## config.mk

```make
export PLATFORM = sky130hd
export DESIGN_NAME = reg_dump_reader_flat
export DESIGN_NICKNAME = d
export VERILOG_FILES = /design/src/rtl/reg_dump_reader_pkg.sv /design/src/rtl/reg_dump_reader_if.sv /design/src/rtl/reg_dump_reader.sv /design/src/flat_wrapper.sv
export SDC_FILE = /design/constraint.sdc
export NUM_CORES = 1
export LEC_CHECK = 0
export ABC_AREA = 1
export BUFFER_PORTS_ARGS = -buffer_cell sky130_fd_sc_hd__buf_2
export CAP_MARGIN = 20
export CORE_UTILIZATION = 41
export CTS_CLUSTER_DIAMETER = 200
export DETAILED_ROUTE_END_ITERATION = 16
export PLACE_DENSITY = 0.7
export SLEW_MARGIN = 10
export SYNTH_ARGS = -nofsm -noshare
export SYNTH_HDL_FRONTEND = slang
export SYNTH_SLANG_ARGS = --single-unit
```

## constraint.sdc

```tcl
create_clock -name CLK -period 1.65 [get_ports CLK]
set_input_delay 0.2475 -clock CLK [delete_from_list [all_inputs] [get_ports CLK]]
set_output_delay 0.2475 -clock CLK [all_outputs]
set_load 0.05 [all_outputs]
```

## src/rtl/reg_dump_reader_pkg.sv

```systemverilog
// Shared definitions for the register-file dump reader.
// Optional checksum trailer: define REG_DUMP_CHECKSUM_EN.
package reg_dump_reader_pkg;

  localparam int NUM_REGS = 16;
  localparam int REG_W    = 8;
  localparam int IDX_W    = 4;

  localparam logic [IDX_W-1:0] CSUM_INDEX = 4'hF;

  typedef enum logic [2:0] {
    IDLE,
    FETCH,
    SEND_LO,
    SEND_HI,
`ifdef REG_DUMP_CHECKSUM_EN
    SEND_CSUM,
`endif
    DONE
  } dumpState_t;

  function automatic logic [IDX_W-1:0] topBit(
    input logic [NUM_REGS-1:0] m
  );
    topBit = '0;
    for (int i = 0; i < NUM_REGS; i++)
      if (m[i]) topBit = i[IDX_W-1:0];
  endfunction

endpackage

```

## src/rtl/reg_dump_reader_if.sv

```systemverilog
// Valid/ready byte stream carrying dumped register bytes.
// Shared by reg_dump_reader builds with or without REG_DUMP_CHECKSUM_EN.
interface reg_dump_reader_if;
  import reg_dump_reader_pkg::*;

  logic [REG_W-1:0] DumpData;
  logic [IDX_W-1:0] DumpIndex;
  logic             DumpValid;
  logic             DumpReady;
  logic             DumpLast;

  modport master (
    output DumpData,
    output DumpIndex,
    output DumpValid,
    output DumpLast,
    input  DumpReady
  );

  modport slave (
    input  DumpData,
    input  DumpIndex,
    input  DumpValid,
    input  DumpLast,
    output DumpReady
  );

endinterface

```

## src/rtl/reg_dump_reader.sv

```systemverilog
// Walks the register file pairwise and streams masked bytes out.
// Define REG_DUMP_CHECKSUM_EN to append an XOR checksum byte.
module reg_dump_reader
  import reg_dump_reader_pkg::*;
(
  input  logic                CLK,
  input  logic                init,
  input  logic                Start,
  input  logic [NUM_REGS-1:0] Mask,
  output logic [IDX_W-1:0]    RegSrc1,
  output logic [IDX_W-1:0]    RegSrc2,
  input  logic [REG_W-1:0]    Out1,
  input  logic [REG_W-1:0]    Out2,
  reg_dump_reader_if.master   dump,
  output logic                Busy,
  output logic                Done
);

  dumpState_t          state;
  logic [NUM_REGS-1:0] maskQ;
  logic [2:0]          p;
  logic [REG_W-1:0]    lo;
  logic [REG_W-1:0]    hi;
  logic                mHi;
  logic [IDX_W-1:0]    lastIdx;

`ifdef REG_DUMP_CHECKSUM_EN
  logic [REG_W-1:0] csum;
  localparam dumpState_t TAIL = SEND_CSUM;
`else
  localparam dumpState_t TAIL = DONE;
`endif

  logic fire;
  logic lastPair;
  logic [IDX_W-1:0] evenIdx;
  logic [IDX_W-1:0] oddIdx;

  assign fire     = dump.DumpValid && dump.DumpReady;
  assign lastPair = (p == 3'd7);
  assign evenIdx  = {p, 1'b0};
  assign oddIdx   = {p, 1'b1};

  always_ff @(posedge CLK) begin
    if (init) begin
      state   <= IDLE;
      maskQ   <= '0;
      p       <= '0;
      lo      <= '0;
      hi      <= '0;
      mHi     <= 1'b0;
      lastIdx <= '0;
`ifdef REG_DUMP_CHECKSUM_EN
      csum    <= '0;
`endif
    end else begin
      unique case (state)
        IDLE: begin
          if (Start) begin
            maskQ   <= Mask;
            lastIdx <= topBit(Mask);
            p       <= '0;
            state   <= FETCH;
`ifdef REG_DUMP_CHECKSUM_EN
            csum    <= '0;
`endif
          end
        end
        FETCH: begin
          lo  <= Out1;
          hi  <= Out2;
          mHi <= maskQ[oddIdx];
          if (maskQ[evenIdx])
            state <= SEND_LO;
          else if (maskQ[oddIdx])
            state <= SEND_HI;
          else if (lastPair)
            state <= TAIL;
          else
            p <= p + 3'd1;
        end
        SEND_LO: begin
          if (fire) begin
`ifdef REG_DUMP_CHECKSUM_EN
            csum <= csum ^ lo;
`endif
            if (mHi) begin
              state <= SEND_HI;
            end else if (lastPair) begin
              state <= TAIL;
            end else begin
              p     <= p + 3'd1;
              state <= FETCH;
            end
          end
        end
        SEND_HI: begin
          if (fire) begin
`ifdef REG_DUMP_CHECKSUM_EN
            csum <= csum ^ hi;
`endif
            if (lastPair) begin
              state <= TAIL;
            end else begin
              p     <= p + 3'd1;
              state <= FETCH;
            end
          end
        end
`ifdef REG_DUMP_CHECKSUM_EN
        SEND_CSUM: begin
          if (fire) state <= DONE;
        end
`endif
        DONE: state <= IDLE;
        default: state <= IDLE;
      endcase
    end
  end

  // Outputs decode only registered state, so they hold while stalled.
  always_comb begin
    RegSrc1        = '0;
    RegSrc2        = '0;
    dump.DumpData  = '0;
    dump.DumpIndex = '0;
    dump.DumpValid = 1'b0;
    dump.DumpLast  = 1'b0;
    unique case (state)
      FETCH: begin
        RegSrc1 = evenIdx;
        RegSrc2 = oddIdx;
      end
      SEND_LO: begin
        dump.DumpValid = 1'b1;
        dump.DumpData  = lo;
        dump.DumpIndex = evenIdx;
`ifndef REG_DUMP_CHECKSUM_EN
        dump.DumpLast  = (evenIdx == lastIdx);
`endif
      end
      SEND_HI: begin
        dump.DumpValid = 1'b1;
        dump.DumpData  = hi;
        dump.DumpIndex = oddIdx;
`ifndef REG_DUMP_CHECKSUM_EN
        dump.DumpLast  = (oddIdx == lastIdx);
`endif
      end
`ifdef REG_DUMP_CHECKSUM_EN
      SEND_CSUM: begin
        dump.DumpValid = 1'b1;
        dump.DumpData  = csum;
        dump.DumpIndex = CSUM_INDEX;
        dump.DumpLast  = 1'b1;
      end
`endif
      default: ;
    endcase
  end

  assign Busy = (state != IDLE);
  assign Done = (state == DONE);

endmodule

```

## src/flat_wrapper.sv

```systemverilog
// flat-port wrapper written by rule: the top's interface ports become plain ports
module reg_dump_reader_flat import reg_dump_reader_pkg::*;
  (CLK, init, Start, Mask, RegSrc1, RegSrc2, Out1, Out2, Busy, Done, dump_DumpData, dump_DumpIndex, dump_DumpValid, dump_DumpLast, dump_DumpReady);
  reg_dump_reader_if dump_i ();
  input  logic CLK;
  input  logic init;
  input  logic Start;
  input  logic [NUM_REGS-1:0] Mask;
  output logic [IDX_W-1:0] RegSrc1;
  output logic [IDX_W-1:0] RegSrc2;
  input  logic [REG_W-1:0] Out1;
  input  logic [REG_W-1:0] Out2;
  output logic Busy;
  output logic Done;
  output wire logic [$bits(dump_i.DumpData)-1:0] dump_DumpData;
  output wire logic [$bits(dump_i.DumpIndex)-1:0] dump_DumpIndex;
  output wire logic [$bits(dump_i.DumpValid)-1:0] dump_DumpValid;
  output wire logic [$bits(dump_i.DumpLast)-1:0] dump_DumpLast;
  input wire logic [$bits(dump_i.DumpReady)-1:0] dump_DumpReady;
  assign dump_DumpData = dump_i.DumpData;
  assign dump_DumpIndex = dump_i.DumpIndex;
  assign dump_DumpValid = dump_i.DumpValid;
  assign dump_DumpLast = dump_i.DumpLast;
  assign dump_i.DumpReady = dump_DumpReady;
  reg_dump_reader u_core (.CLK(CLK), .init(init), .Start(Start), .Mask(Mask), .RegSrc1(RegSrc1), .RegSrc2(RegSrc2), .Out1(Out1), .Out2(Out2), .dump(dump_i), .Busy(Busy), .Done(Done));
endmodule
```

# After elaboration in Yosys (flattened, before gate mapping)
# Cells that the tools add are included.
dict set report totals {
  register_bits 43
  mem_bits_ro 0
  output_inout_bits 24
  ramBits 0
  latchBits 0
  n_memories 0
}
dict set report classes {
  div 0
  n_eq_ne 14
  bitwise_logic 0
  addsub 1
  order_cmp 2
  n_reduce_logical 8
  multipliers 0
  shift 0
  muxes 42
}
# cell n
set op_table {}
lappend op_table {{2-to-1 mux 3 bit} 19}
lappend op_table {{2-to-1 mux 4 bit} 10}
lappend op_table {{one-hot mux 3 bit (4 select lines)} 2}
lappend op_table {{one-hot mux 8 bit (2 select lines)} 1}
lappend op_table {{< comparator 4 x 5 -> 1 bit (second input constant)} 2}
lappend op_table {{equality test 4 bit} 2}
lappend op_table {{inequality test 2 bit (second input constant)} 4}
lappend op_table {{one-hot mux 4 bit (2 select lines)} 1}
lappend op_table {{AND reduction 7 bit} 1}
lappend op_table {{binary-select mux 1 bit (select 3 bit)} 2}
lappend op_table {{equality test 3 x 2 -> 1 bit (second input constant)} 2}
lappend op_table {{equality test 3 bit (second input constant)} 2}
lappend op_table {{2-to-1 mux 1 bit} 4}
lappend op_table {{2-to-1 mux 2 bit} 2}
lappend op_table {{inequality test 2 x 1 -> 1 bit (second input constant)} 2}
lappend op_table {{inequality test 4 x 1 -> 1 bit (second input constant)} 1}
lappend op_table {{AND reduction 4 bit} 1}
lappend op_table {{nonzero test 4 bit} 1}
lappend op_table {{adder 3 x 1 -> 3 bit (second input constant)} 1}
lappend op_table {{equality test 3 x 1 -> 1 bit (second input constant)} 1}
lappend op_table {{zero test 3 bit} 1}
lappend op_table {{nonzero test 3 bit} 1}
lappend op_table {{one-hot mux 1 bit (2 select lines)} 1}
lappend op_table {{AND reduction 2 bit} 1}
lappend op_table {{other kinds (2)} 2}

# Longest topological paths before layout
# Gate-level depths: netlist (run 1).
dict set report logic_depth {
  word_depth 15
  ltp_mapped 15
}

# Worst setup path before layout (run 1)
# Ideal clock, no wire load.
dict set report synth_path {
  path_type {flip-flop to output port}
  start {register u_core.state[0]}
  end {output dump_DumpData[0]}
  path_buffers 0
  path_stages_with_launch 5
  required_time_ns 1.402
  arrival_time_ns 3.019
  setup_slack_ns -1.617
  path_cell_list {dfxtp_1 -> inv_1 -> nor3_1 -> clkinv_1 -> o22ai_1}
}
dict set report synth_via {
  elab_chain_cells 2
}
# item line
set synth_rtl {}
lappend synth_rtl {{start: declaration} reg_dump_reader.sv:19} ;# dumpState_t state;
lappend synth_rtl {{start signal: assignment} reg_dump_reader.sv:46} ;# state <= IDLE;
lappend synth_rtl {{start signal: assignment} reg_dump_reader.sv:63} ;# state <= FETCH;
lappend synth_rtl {{start signal: assignment} reg_dump_reader.sv:74} ;# state <= SEND_LO;
lappend synth_rtl {{equality test 3 x 2 -> 1 bit} reg_dump_reader.sv:129} ;# unique case (state)
lappend synth_rtl {{one-hot mux 8 bit (2 select lines) *} reg_dump_reader.sv:129}
lappend synth_rtl {{end: declaration} flat_wrapper.sv:15} ;# output wire logic [$bits(dump_i.DumpData)-1:0] dump_DumpData;
# Mark *: on every way between the ends. The rest lies on a longest branch, timed or not.

# Worst setup path after layout (run 1)
dict set report layout_path {
  start {register u_core.state[1]}
  end {output dump_DumpData[2]}
}
# The elaborated chain is that of the path after synthesis.

==> metrics.md, run 1 <==
| Metric | Value |
|---|---|
| Area of the die | `5560 µm²` |
| Row cnt | `26` |
| Initial antenna violation count | `0` |
| Tmin final | `1720 ps` |
| Multi-input gate area | `1240 µm²` |
| Area leader, netlist | `dfxtp_1` |
| Clk_lat worst skew | `290 ps` |
| Worst Hold Path EP | `u_core.maskQ[0]` |
| Avg Synthesized Cell Area | `6.89 µm²` |
| Hold Fails Final Rpt | `0` |
| Pwr dens | `1340 nW/µm²` |
| Max incr delay on CP | `370 ps` |
| WL/cell | `12.6 µm` |
| Type of the worst setup path | `flip-flop to output pin` |
| Vias in the first global route | `2050` |
| Share of layout cells above drive strength 1 | `35.7%` |
| Initial core utilization | `42.5%` |
| Ant diodes | `0` |
| Hold path cells | `3` |
| F_max | `0.583 GHz` |
| FILL cells | `481` |
| Core area | `5070 µm²` |
| CP max FO | `5` |
| Final worst slack | `-65.2 ps` |
| Via-per-instance ratio | `4.92` |
| Clock root cell | `clkbuf_8` |
| Total GRT Usage | `21.4%` |
| Grt total ovfl | `0` |
| First-pass GRT wire length | `9160 µm` |
| Mapped cell area | `2160 µm²` |
| Failing checks | `negative setup slack` |
| Clock sink count | `43` |
| Max Cap Viol | `0` |
| Status | `complete, but fails checks` |
| First DRT Iteration DRCs | `85` |
| Critical Path Slowest Stage Cell | `dfxtp_4` |
| Worst r2r dst | `u_core.p[0]` |
| Pin count of the biggest net entering global routing | `35` |
| Worst endpoint data arrival time | `1470 ps` |
| Register-to-register setup slack | `0 ps` |
| Final period utilization | `104%` |
| DP Area | `2750 µm²` |
| FF-to-FF Start | `u_core.p[0]` |
| H-Tree Depth | `2` |
| Ranking of synthesized cells by area | `dfxtp_1 40%, o21ai_0 9.7%, a21oi_1 9.0%, inv_1 8.7%, nand2_1 6.4%` |
| RSZ-0062 raised after global routing | `yes` |
| Hold Path Class | `input port to flip-flop` |
| CP Launch Type | `flip-flop` |
| TritonCTS Buffers | `5` |
| Min-delay src | `Mask[0]` |
| Area grow syn2layout | `47.1%` |
| Final Net Count | `426` |
| Final wirelength | `5790 µm` |
| Die W | `74.5 µm` |
| First drt pass iteration count | `4` |
| CP endpoint kind | `output pin` |
| FF-to-FF path depth | `6` |
| Clk_skew | `4.96 ps` |
| Post-route cell area | `3170 µm²` |
| CTS clk-pin slew, worst paths | `80 ps` |
| FF/Latch Area | `877 µm²` |
| Post-Syn Nets | `351` |
| Cells after Synth | `313` |
| IO Port Bufs | `58` |
| Seq cells post-synth | `43` |
| Yosys warns | `0` |
| Leak pwr | `1.34 nW` |
| # IOs | `60` |
| DP Wirelength | `3980 µm` |
| Critical Path RT | `1400 ps` |
| Clock buffer depth | `2` |
| Final Setup Violations | `16` |
| Cts hold-fix bufs | `0` |
| CP cell instances | `inv_4, nor2_4, buf_4, nand2_4, buf_12, o22ai_4, buf_6` |
| DRC | `0` |
| Die extent in y | `74.5 µm` |
| VDD IR max | `762 µV` |
| Antenna viol nets, final | `0` |
| Dpl ws | `51.9 ps` |
| Synth top area share | `39.9%` |
| Final Slew Violations | `0` |
| Synth cell types | `30` |
| Routability Congestion | `0.889` |
| TritonCTS clock tree | `built` |
| Via count | `2256` |
| Sequential share of the synthesized area | `39.9%` |
-- cells by family (layout without fill, tap and decap cells) --
kind of cell	after synthesis	after routing	synth area share, %
and+or+nand+nor	91	91	18.3
xor gates and xnor gates	2	2	0.812
other	1	1	0.174
DFF	43	43	39.9
AOI/OAI and AO/OA	104	104	26.3
adders and majority gates	2	2	1.16
buffers and inverters	70	146	13.3
-- layer usage --
metal	part of all wire (%)	up-vias	wire (µm)	track usage [%]
met1	42	1032	2430	25.4
li1	-	1166	-	-
met4	1.6	0	90	6.08
met3	3.3	8	194	3.79
met5	0	-	0	0
met2	53	50	3080	39.1
-- critical path: cells and delay by family, from the launching register on --
family	cells	cell delay [ps]
buf+inv	4	510
flops	1	370
simple gates	2	160
compound gates	1	150
-- sequential cells by signal (all words and copies together) (netlist names) --
register        count
u_core.lastIdx      4
u_core.mHi          1
u_core.p            3
u_core.state        3
u_core.lo           8
u_core.maskQ       16
u_core.hi           8
-- Yosys cell counts (all sizes together) --
cell type  count
xnor2          2
o221ai         1
clkinv         1
a21oi         39
a211oi         4
or2            1
dfxtp         43
inv           53
nor3           6
nand2         39
o211ai         2
conb           1
buf            9
nand4          4
nor2          36
o22ai          9
a31oi          1
ha             2
nand3          5
clkbuf         7
o21ai         48
-- cell usage in the layout, fill, tap and decap left out, types with 3 or more instances in the layout --
| master | count |
|---|---|
| inv_1 | 46 |
| buf_2 | 40 |
| a21oi_1 | 38 |
| dfxtp_1 | 38 |
| o21ai_0 | 36 |
| nand2_1 | 35 |
| nor2_1 | 27 |
| buf_4 | 22 |
| buf_6 | 12 |
| o22ai_4 | 8 |
| o21ai_1 | 8 |
| buf_8 | 6 |
| nor2_4 | 5 |
| clkbuf_8 | 5 |
| nor2_2 | 4 |
| nand3_1 | 4 |
| nand4_1 | 4 |
| dfxtp_4 | 4 |
| inv_4 | 3 |
| inv_2 | 3 |
| nand2_2 | 3 |
| nor3_1 | 3 |
-- stage by stage --
stage	TNS [ps]	power [W]	utilization (%)	cells	hold slack [ps]
floorplan	-5190	0.00291	-	313	382
global placement	0	0.00325	54.3	441	454
detailed placement	0	0.00329	54.3	441	459
CTS	-37.1	0.00403	59.4	453	194
global route	-1720	0.00454	62.5	459	217
finish	-735	0.00424	62.5	459	198
-- worst max-delay path by stage --
stage                    start               end  cells after the start
5_1_grt        u_core.state[1]     dump_DumpLast                      7
6_report       u_core.state[1]  dump_DumpData[2]                      7
3_3_place_gp       u_core.p[0]       u_core.p[0]                      7
3_5_place_dp       u_core.p[0]       u_core.p[1]                      6
4_1_cts        u_core.state[1]     dump_DumpLast                      7
2_1_floorplan  u_core.state[0]        RegSrc2[1]                      7
-- final cells by class --
cell class / count / area share (%)
Tap cell: 70 / 2.76
Sequential cell: 43 / 27.6
Clock buffer: 6 / 2.29
Clock inverter: 2 / 0.394
Multi-Input combinational cell: 200 / 39.2
Timing Repair Buffer: 83 / 20.3
Timing Repair inverter: 1 / 0.355
Inverter: 54 / 7.14
-- where the power goes --
group          switching [W]  total (W)  internal, W
combinational        0.00133    0.00208     0.000742
clock               0.000359   0.000655     0.000296
sequential          0.000159    0.00151      0.00135
-- timing repair --
item | in CTS | in global routing
setup endpoints to repair | 20 | 39
cloned | 1 | 1
resized for setup | 45 | 32
pin swaps | 5 | 7
setup buffers | 3 | 5
No activity file was read; power rests on OpenSTA's default activity.
==> inputs of run 2 (changes only) <==
--- a/config.mk
+++ b/config.mk
@@ -8,6 +8,8 @@
 export ABC_AREA = 1
 export BUFFER_PORTS_ARGS = -buffer_cell sky130_fd_sc_hd__buf_2
 export CAP_MARGIN = 20
+export CORE_ASPECT_RATIO = 0.5
+export CORE_MARGIN = 2
 export CORE_UTILIZATION = 41
 export CTS_CLUSTER_DIAMETER = 200
 export DETAILED_ROUTE_END_ITERATION = 16
==> run 2 against run 1 <==
  * The flow still finishes with violations (negative setup slack)
  * Register-to-register slack better by 70 ps
  * Clock skew increased by 1.5 ps
  * Die area rose by 6.1%
  * Sequential cell count did not move
  * Worst hold slack worse by 18 ps
  * Final cell count shrank 0.65%
  * Worst setup slack worse by 100 ps
  * Utilization rose by 0.19 points
  * Clock power up 13%
==> metrics.md, run 2 (synthesis results as in run 1) <==
| Metric | Value |
|---|---|
| Initial core utilization | `43.1% (+0.64 points)` |
| # IOs | `60 (unchanged)` |
| DRC | `0 (unchanged)` |
| Critical Path RT | `1400 ps (about the same)` |
| Clock root cell | `clkbuf_8` |
| CP Launch Type | `flip-flop` |
| Flop pwr share | `35.0% (-0.6 points)` |
| Regs by FF count | `u_core.maskQ (16), u_core.hi (8), u_core.lo (8)` |
| Final period utilization | `110% (+6.1 points)` |
| F_max | `0.550 GHz (-5.6%)` |
| Pin count of the biggest net entering global routing | `35 (unchanged)` |
| Cts hold-fix bufs | `0 (unchanged)` |
| Tmin final | `1820 ps (+101 ps)` |
| CP cell instances | `buf_4, xnor2_1, nand3_2, a211oi_4, buf_6` |
| Critical Path Slowest Stage Cell | `dfxtp_2` |
| Leak pwr | `1.30 nW (-2.4%)` |
| Min-delay src | `Mask[0]` |
| Vias in the first global route | `2061 (+0.54%)` |
| Hold Path Class | `input port to flip-flop` |
| Worst path top cell family by delay | `flip-flops` |
| Int Pwr | `0.00246 W (+2.9%)` |
| WL/cell | `12.8 µm (+1.5%)` |
| Comb power frac | `47.9% (-1.1 points)` |
| Routability Congestion | `0.847 (-4.7%)` |
| Clock share of power | `17.0% (+1.6 points)` |
| DP Wirelength | `3980 µm (about the same)` |
| Leading cell types in the layout, fill and taps excluded | `45 x inv_1, 38 x buf_2, 37 x a21oi_1, 37 x dfxtp_1, 35 x nand2_1` |
| Largest register by flop count | `u_core.maskQ` |
| Die W | `107 µm (+43%)` |
| Register-to-register setup slack | `70 ps (+70 ps)` |
| Total GRT Usage | `19.6% (-1.8 points)` |
| Initial antenna violation count | `0 (unchanged)` |
| Final wirelength | `5840 µm (+0.83%)` |
| Most common cell after layout, fill and taps aside | `inv_1` |
| FF-to-FF Start | `u_core.p[0]` |
| First DRT Iteration DRCs | `94 (+11%)` |
| Max Cap Viol | `0 (unchanged)` |
| DP Area | `2750 µm² (unchanged)` |
| Grt total ovfl | `0 (unchanged)` |
| CP max FO | `5 (unchanged)` |
| Worst Hold Path EP | `u_core.maskQ[0]` |
| Hold Fails Final Rpt | `0 (unchanged)` |
| Tot Pwr | `0.00433 W (+2.3%)` |
| IO Port Bufs | `58 (unchanged)` |
| TritonCTS Buffers | `5 (unchanged)` |
| Clk_skew | `6.48 ps (+1.52 ps)` |
| Psw | `0.00188 W (+1.4%)` |
| Max reg flops | `16 (unchanged)` |
| CTS clk-pin slew, worst paths | `80 ps (about the same)` |
| FF-to-FF path depth | `6 (unchanged)` |
| Switching fraction of total power | `43.3% (-0.37 points)` |
| Clk_lat worst skew | `300 ps (about the same)` |
| Die extent in y | `55.3 µm (-26%)` |
| Area of the die | `5890 µm² (+6.1%)` |
| Dpl ws | `56.2 ps (+4.28 ps)` |
| Worst r2r dst | `u_core.p[2]` |
| Final worst slack | `-167 ps (-101 ps)` |
| TritonCTS clock tree | `built` |
| Final hold slack | `180 ps (-17.9 ps)` |
| Status | `complete, but fails checks` |
| Antenna viol nets, final | `0 (unchanged)` |
| Clock buffer depth | `2 (unchanged)` |
| Final Slew Violations | `0 (unchanged)` |
| RSZ-0062 raised after global routing | `yes` |
| Final Net Count | `423 (-0.70%)` |
| Post-route cell area | `3140 µm² (-1.2%)` |
| Via-per-instance ratio | `5.02 (+2.2%)` |
| Pwr dens | `1380 nW/µm² (+3.5%)` |
| Via count | `2290 (+1.5%)` |
| H-Tree Depth | `2 (unchanged)` |
| Row cnt | `18 (-31%)` |
| Clock sink count | `43 (unchanged)` |
| First drt pass iteration count | `6 (+2)` |
| Final Setup Violations | `15 (-1)` |
| VDD IR max | `535 µV (-30%)` |
| Worst endpoint data arrival time | `1570 ps (+100 ps)` |
| Share of layout cells above drive strength 1 | `37.0% (+1.3 points)` |
| Hold path cells | `3 (unchanged)` |
| Area grow syn2layout | `45.4%` |
| Ant diodes | `0 (unchanged)` |
| Max incr delay on CP | `340 ps (-30 ps)` |
| CP endpoint kind | `output pin` |
| Core area | `5000 µm² (-1.5%)` |
| Type of the worst setup path | `flip-flop to output pin` |
| Fin Setup TNS | `-596 ps (+139 ps)` |
| Buf/Inv on CP | `2 (-2)` |
| First-pass GRT wire length | `9250 µm (+0.98%)` |
| Failing checks | `negative setup slack` |
## run 2: cell count changes in the layout (fill, tap and decap cells not counted), sizes merged
cell | previous run | this run
clkinvlp | 2 | 0
buf | 81 | 77
clkinv | 2 | 1
clkbuf | 8 | 11
inv | 53 | 54
## run 2: tightest hold or removal path: stages
cell    delay [ps]
buf_2           70
nor2_1          30
nor2_1          90
## run 2: power groups by stage
stage / Clock, W / Sequential, W / Combinational [W]
5_1_grt: 0.000801 / 0.00155 / 0.00228
4_1_cts: 0.000759 / 0.00150 / 0.00184
2_1_floorplan: 0 / 0.00147 / 0.00145
3_5_place_dp: 0 / 0.00151 / 0.00178
6_report: 0.000738 / 0.00152 / 0.00208
3_3_place_gp: 0 / 0.00150 / 0.00174
## run 2: repair_timing
action | CTS | global route
endpoints found under the setup margin | 20 | 24
gates cloned | 0 | 2
endpoints found under the hold margin | 0 | 0
buffers inserted | 0 | 5
pin swaps | 0 | 18
resized for setup | 38 | 50
## run 2: cell type report
type,instances,area [µm²]
fillers,449,1860
multi-input cells,200,1260
flip-flops and latches,43,876
repair buffers,80,584
inverters,54,220
clock buffers,8,100
well taps,70,87.6
repair inverters,1,8.76
## run 2: per-layer routing
metal / wire (µm) / up-vias / track usage (%)
li1: - / 1165 / -
met1: 2640 / 1073 / 24.4
met2: 2910 / 45 / 33.6
met3: 214 / 7 / 4.25
met4: 68 / 0 / 6.86
met5: 0 / - / 0
## run 2: worst max path at each step
stage / slack, ps / startpoint / to / cells after the start
3_3_place_gp: 120 / u_core.state[0] / dump_DumpData[2] / 5
3_5_place_dp: 60 / u_core.p[0] / u_core.p[2] / 6
5_1_grt: -240 / u_core.state[1] / dump_DumpLast / 7
4_1_cts: -130 / u_core.state[1] / dump_DumpLast / 7
2_1_floorplan: -460 / u_core.state[0] / RegSrc2[1] / 7
6_report: -170 / u_core.p[1] / dump_DumpLast / 5
## run 2: through the flow
stage               instances  utilization [%]
floorplan                 313                -
global placement          441             55.1
detailed placement        441             55.1
CTS                       449             59.4
global route              456             62.7
finish                    456             62.7
==> inputs of run 3 (changes only) <==
--- a/config.mk
+++ b/config.mk
@@ -5,7 +5,6 @@
 export SDC_FILE = /design/constraint.sdc
 export NUM_CORES = 1
 export LEC_CHECK = 0
-export ABC_AREA = 1
 export BUFFER_PORTS_ARGS = -buffer_cell sky130_fd_sc_hd__buf_2
 export CAP_MARGIN = 20
 export CORE_ASPECT_RATIO = 0.5
==> run 3 against run 2 <==
  * The run still ends with negative setup slack left
  * Clock-buffer cell count is 2 lower
  * First-iteration DRC count is 7.4% lower
  * Non-clock buffer count is 13 higher
  * Sequential share of layout area is 1.5 points lower
  * Sequential power is 7% lower
  * Worst hold slack better by 5.9 ps
  * Worst setup slack better by 68 ps
  * Critical path type unchanged
  * Critical endpoint is now RegSrc2[3]
  * Largest cell class unchanged
  * Largest power group unchanged
==> metrics.md, run 3 <==
| Metric | Value |
|---|---|
| Clock share of power | `17.7% (+0.7 points)` |
| Int Pwr | `0.00271 W (+10%)` |
| Via count | `2244 (-2.0%)` |
| Tmin final | `1750 ps (-68.1 ps)` |
| Grt peak-use layer | `met2` |
| CP cell instances | `or3b_4, buf_12, nor2_4, buf_8` |
| Pwr dens | `1350 nW/µm² (-2.3%)` |
| Failing checks | `negative setup slack` |
| Clk_skew | `6.97 ps (+0.494 ps)` |
| Avg Synthesized Cell Area | `7.93 µm² (+15%)` |
| Seq cells post-synth | `43 (unchanged)` |
| Synth top area share | `37.6% (-2.4 points)` |
| First drt pass iteration count | `5 (-1)` |
| FF/Latch Area | `868 µm² (-0.86%)` |
| Multi-input gate area | `1390 µm² (+11%)` |
| M3 GR Usage | `4.53% (+0.28 points)` |
| Antenna viol nets, final | `0 (unchanged)` |
| Initial antenna violation count | `0 (unchanged)` |
| Die extent in y | `56.9 µm (+2.9%)` |
| Flop pwr share | `31.7% (-3.3 points)` |
| FILL cells | `462 (+2.9%)` |
| Leading cell types in the layout, fill and taps excluded | `69 x nand2_1, 37 x dfxtp_1, 36 x a21oi_1` |
| Grt total ovfl | `0 (unchanged)` |
| Final worst slack | `-98.4 ps (+68.1 ps)` |
| Post-synth ARST share | `0% (unchanged)` |
| Hold Path Class | `input port to flip-flop` |
| Worst endpoint data arrival time | `1500 ps (-70 ps)` |
| Core area | `5440 µm² (+8.9%)` |
| Regs by FF count | `u_core.maskQ (16), u_core.hi (8), u_core.lo (8)` |
| Number of flops mapped to enable cells by yosys | `0 (unchanged)` |
| Leak pwr | `1.34 nW (+2.8%)` |
| Synth cell types | `48 (+60%)` |
| Status | `complete, but fails checks` |
| Hold Fails Final Rpt | `0 (unchanged)` |
| Dpl ws | `-14.9 ps (-71.1 ps)` |
| CP endpoint kind | `output pin` |
| Sequential share of the synthesized area | `37.6% (-2.4 points)` |
| Area grow syn2layout | `43.1%` |
| Max Cap Viol | `0 (unchanged)` |
| Via-per-instance ratio | `5.11 (+1.8%)` |
| First-pass GRT wire length | `9400 µm (+1.7%)` |
| DP Wirelength | `4210 µm (+5.6%)` |
| Worst path top cell family by delay | `simple AND/OR/NAND/NOR gates` |
| Largest register by flop count | `u_core.maskQ` |
| IO Port Bufs | `58 (unchanged)` |
| Top_reg_cell synth | `dfxtp_1` |
| Type of the worst setup path | `flip-flop to output pin` |
| Final period utilization | `106% (-4.1 points)` |
| Yosys warns | `0 (unchanged)` |
| Global Route met1 Usage | `23.5% (-0.91 points)` |
| Area leader, netlist | `dfxtp_1` |
| # IOs | `60 (unchanged)` |
| DRC | `0 (unchanged)` |
| WL/cell | `13.8 µm (+7.6%)` |
| RSZ-0062 raised after global routing | `yes` |
| Final Slew Violations | `0 (unchanged)` |
| Synth cell count leaders | `69 x nand2_1, 43 x dfxtp_1, 37 x a21oi_1` |
| Post-Syn Nets | `327 (-6.8%)` |
| M2 GR Usage | `33.8% (+0.20 points)` |
| Max incr delay on CP | `430 ps (+90 ps)` |
| TritonCTS Buffers | `5 (unchanged)` |
| Post-route cell area | `3280 µm² (+4.6%)` |
| DP Area | `2770 µm² (+0.64%)` |
| Total GRT Usage | `19.4% (-0.18 points)` |
| Mapped cell area | `2290 µm² (+6.3%)` |
| Psw | `0.00172 W (-8.5%)` |
| Pin count of the biggest net entering global routing | `21 (-40%)` |
| CP max FO | `3 (-2)` |
| Critical Path RT | `1400 ps (about the same)` |
| Ant diodes | `0 (unchanged)` |
| Max reg flops | `16 (unchanged)` |
| Cells after Synth | `289 (-7.7%)` |
| Final Net Count | `404 (-4.5%)` |
| First DRT Iteration DRCs | `87 (-7.4%)` |
| Final Setup Violations | `8 (-7)` |
| F_max | `0.572 GHz (+3.9%)` |
| VDD IR max | `520 µV (-2.6%)` |
| Critical Path Slowest Stage Cell | `or3b_4` |
| Buf/Inv on CP | `2 (unchanged)` |
| Final wirelength | `6050 µm (+3.6%)` |
| TritonCTS clock tree | `built` |
| Clock root cell | `clkbuf_8` |
| Die W | `110 µm (+3.0%)` |
| H-Tree Depth | `2 (unchanged)` |
| Clock sink count | `43 (unchanged)` |
| CP Launch Type | `flip-flop` |
| Vias in the first global route | `2104 (+2.1%)` |
| Routability Congestion | `0.825 (-2.6%)` |
| Clk_lat worst skew | `290 ps (about the same)` |
| Switching fraction of total power | `38.8% (-4.6 points)` |
| Most frequent cell after synthesis | `nand2_1` |
| Cts hold-fix bufs | `0 (unchanged)` |
| Share of layout cells above drive strength 1 | `40.2% (+3.1 points)` |
| Initial core utilization | `42.1% (-1.0 points)` |
| Clock buffer depth | `2 (unchanged)` |
| Area of the die | `6240 µm² (+5.9%)` |
| CTS clk-pin slew, worst paths | `80 ps (about the same)` |
| Comb power frac | `50.6% (+2.7 points)` |
| Ranking of synthesized cells by area | `dfxtp_1 38%, nand2_1 11%, a21oi_1 8.1%, mux2i_1 7.4%, nor2_1 3.3%` |
| Most common cell after layout, fill and taps aside | `nand2_1` |
| Row cnt | `19 (+1)` |
[run 3: metrics by stage]
| stage | utilization (%) | total power, W | setup TNS [ps] | hold slack (ps) | instances |
|---|---|---|---|---|---|
| 6_report | 60.2 | 0.00443 | -672 | 186 | 439 |
| 5_1_grt | 60.2 | 0.00468 | -1960 | 188 | 439 |
| 4_1_cts | 56.4 | 0.00420 | -684 | 179 | 434 |
| 3_5_place_dp | 50.9 | 0.00318 | -22.9 | 447 | 421 |
| 3_3_place_gp | 50.9 | 0.00315 | 0 | 442 | 421 |
| 2_1_floorplan | - | 0.00281 | -1220 | 382 | 289 |
[run 3: final timing paths]
| kind | end | cells after the start | startpoint | slack, ps |
|---|---|---|---|---|
| setup reg to reg | u_core.p[1] | 6 | u_core.state[0] | -10 |
| hold / removal | u_core.hi[4] | 3 | Out2[4] | 190 |
| setup / recovery | RegSrc2[3] | 4 | u_core.state[0] | -100 |
| hold reg to reg | u_core.maskQ[5] | 2 | u_core.maskQ[5] | 460 |
[run 3: power by group through the flow]
stage          clock, W  sequential (W)  combinational (W)
2_1_floorplan         0         0.00136            0.00145
6_report       0.000784         0.00141            0.00224
3_5_place_dp          0         0.00140            0.00178
4_1_cts        0.000804         0.00138            0.00201
5_1_grt        0.000847         0.00144            0.00240
3_3_place_gp          0         0.00139            0.00176
[run 3: per-layer routing]
layer,wire [µm],part of all wire (%)
met4,100,1.7
met3,264,4.4
met1,2700,45
met2,2990,49
met5,0,0
[run 3: logic make-up after synthesis]
logic type,after synthesis,synth area share (%)
buffers and inverters,35,8.02
AND/OR/NAND/NOR,125,25.6
adder cells (fa/ha/maj),2,1.09
multiplexers,20,9.88
other,1,0.164
AO/OA/AOI/OAI,61,16.9
XOR/XNOR,2,0.764
flip-flops,43,37.6
[run 3: timing repair]
action	CTS	global route
pin swaps	2	4
resized for setup	50	52
cloned	0	0
setup buffers	6	5
endpoints found under the setup margin	24	41
endpoints found under the hold margin	0	0
[run 3: final cells by class]
type	count	area share [%]
clock buffer	6	2.21
clock inverter	1	0.916
inverter	12	1.56
multi-input combinational	211	42.4
sequential	43	26.5
tap	73	2.79
timing repair buffer	93	23.6
[run 3: worst min-delay path, stage by stage]
cell	delay [ps]
buf_2	100
nand2_1	40
a21oi_1	50
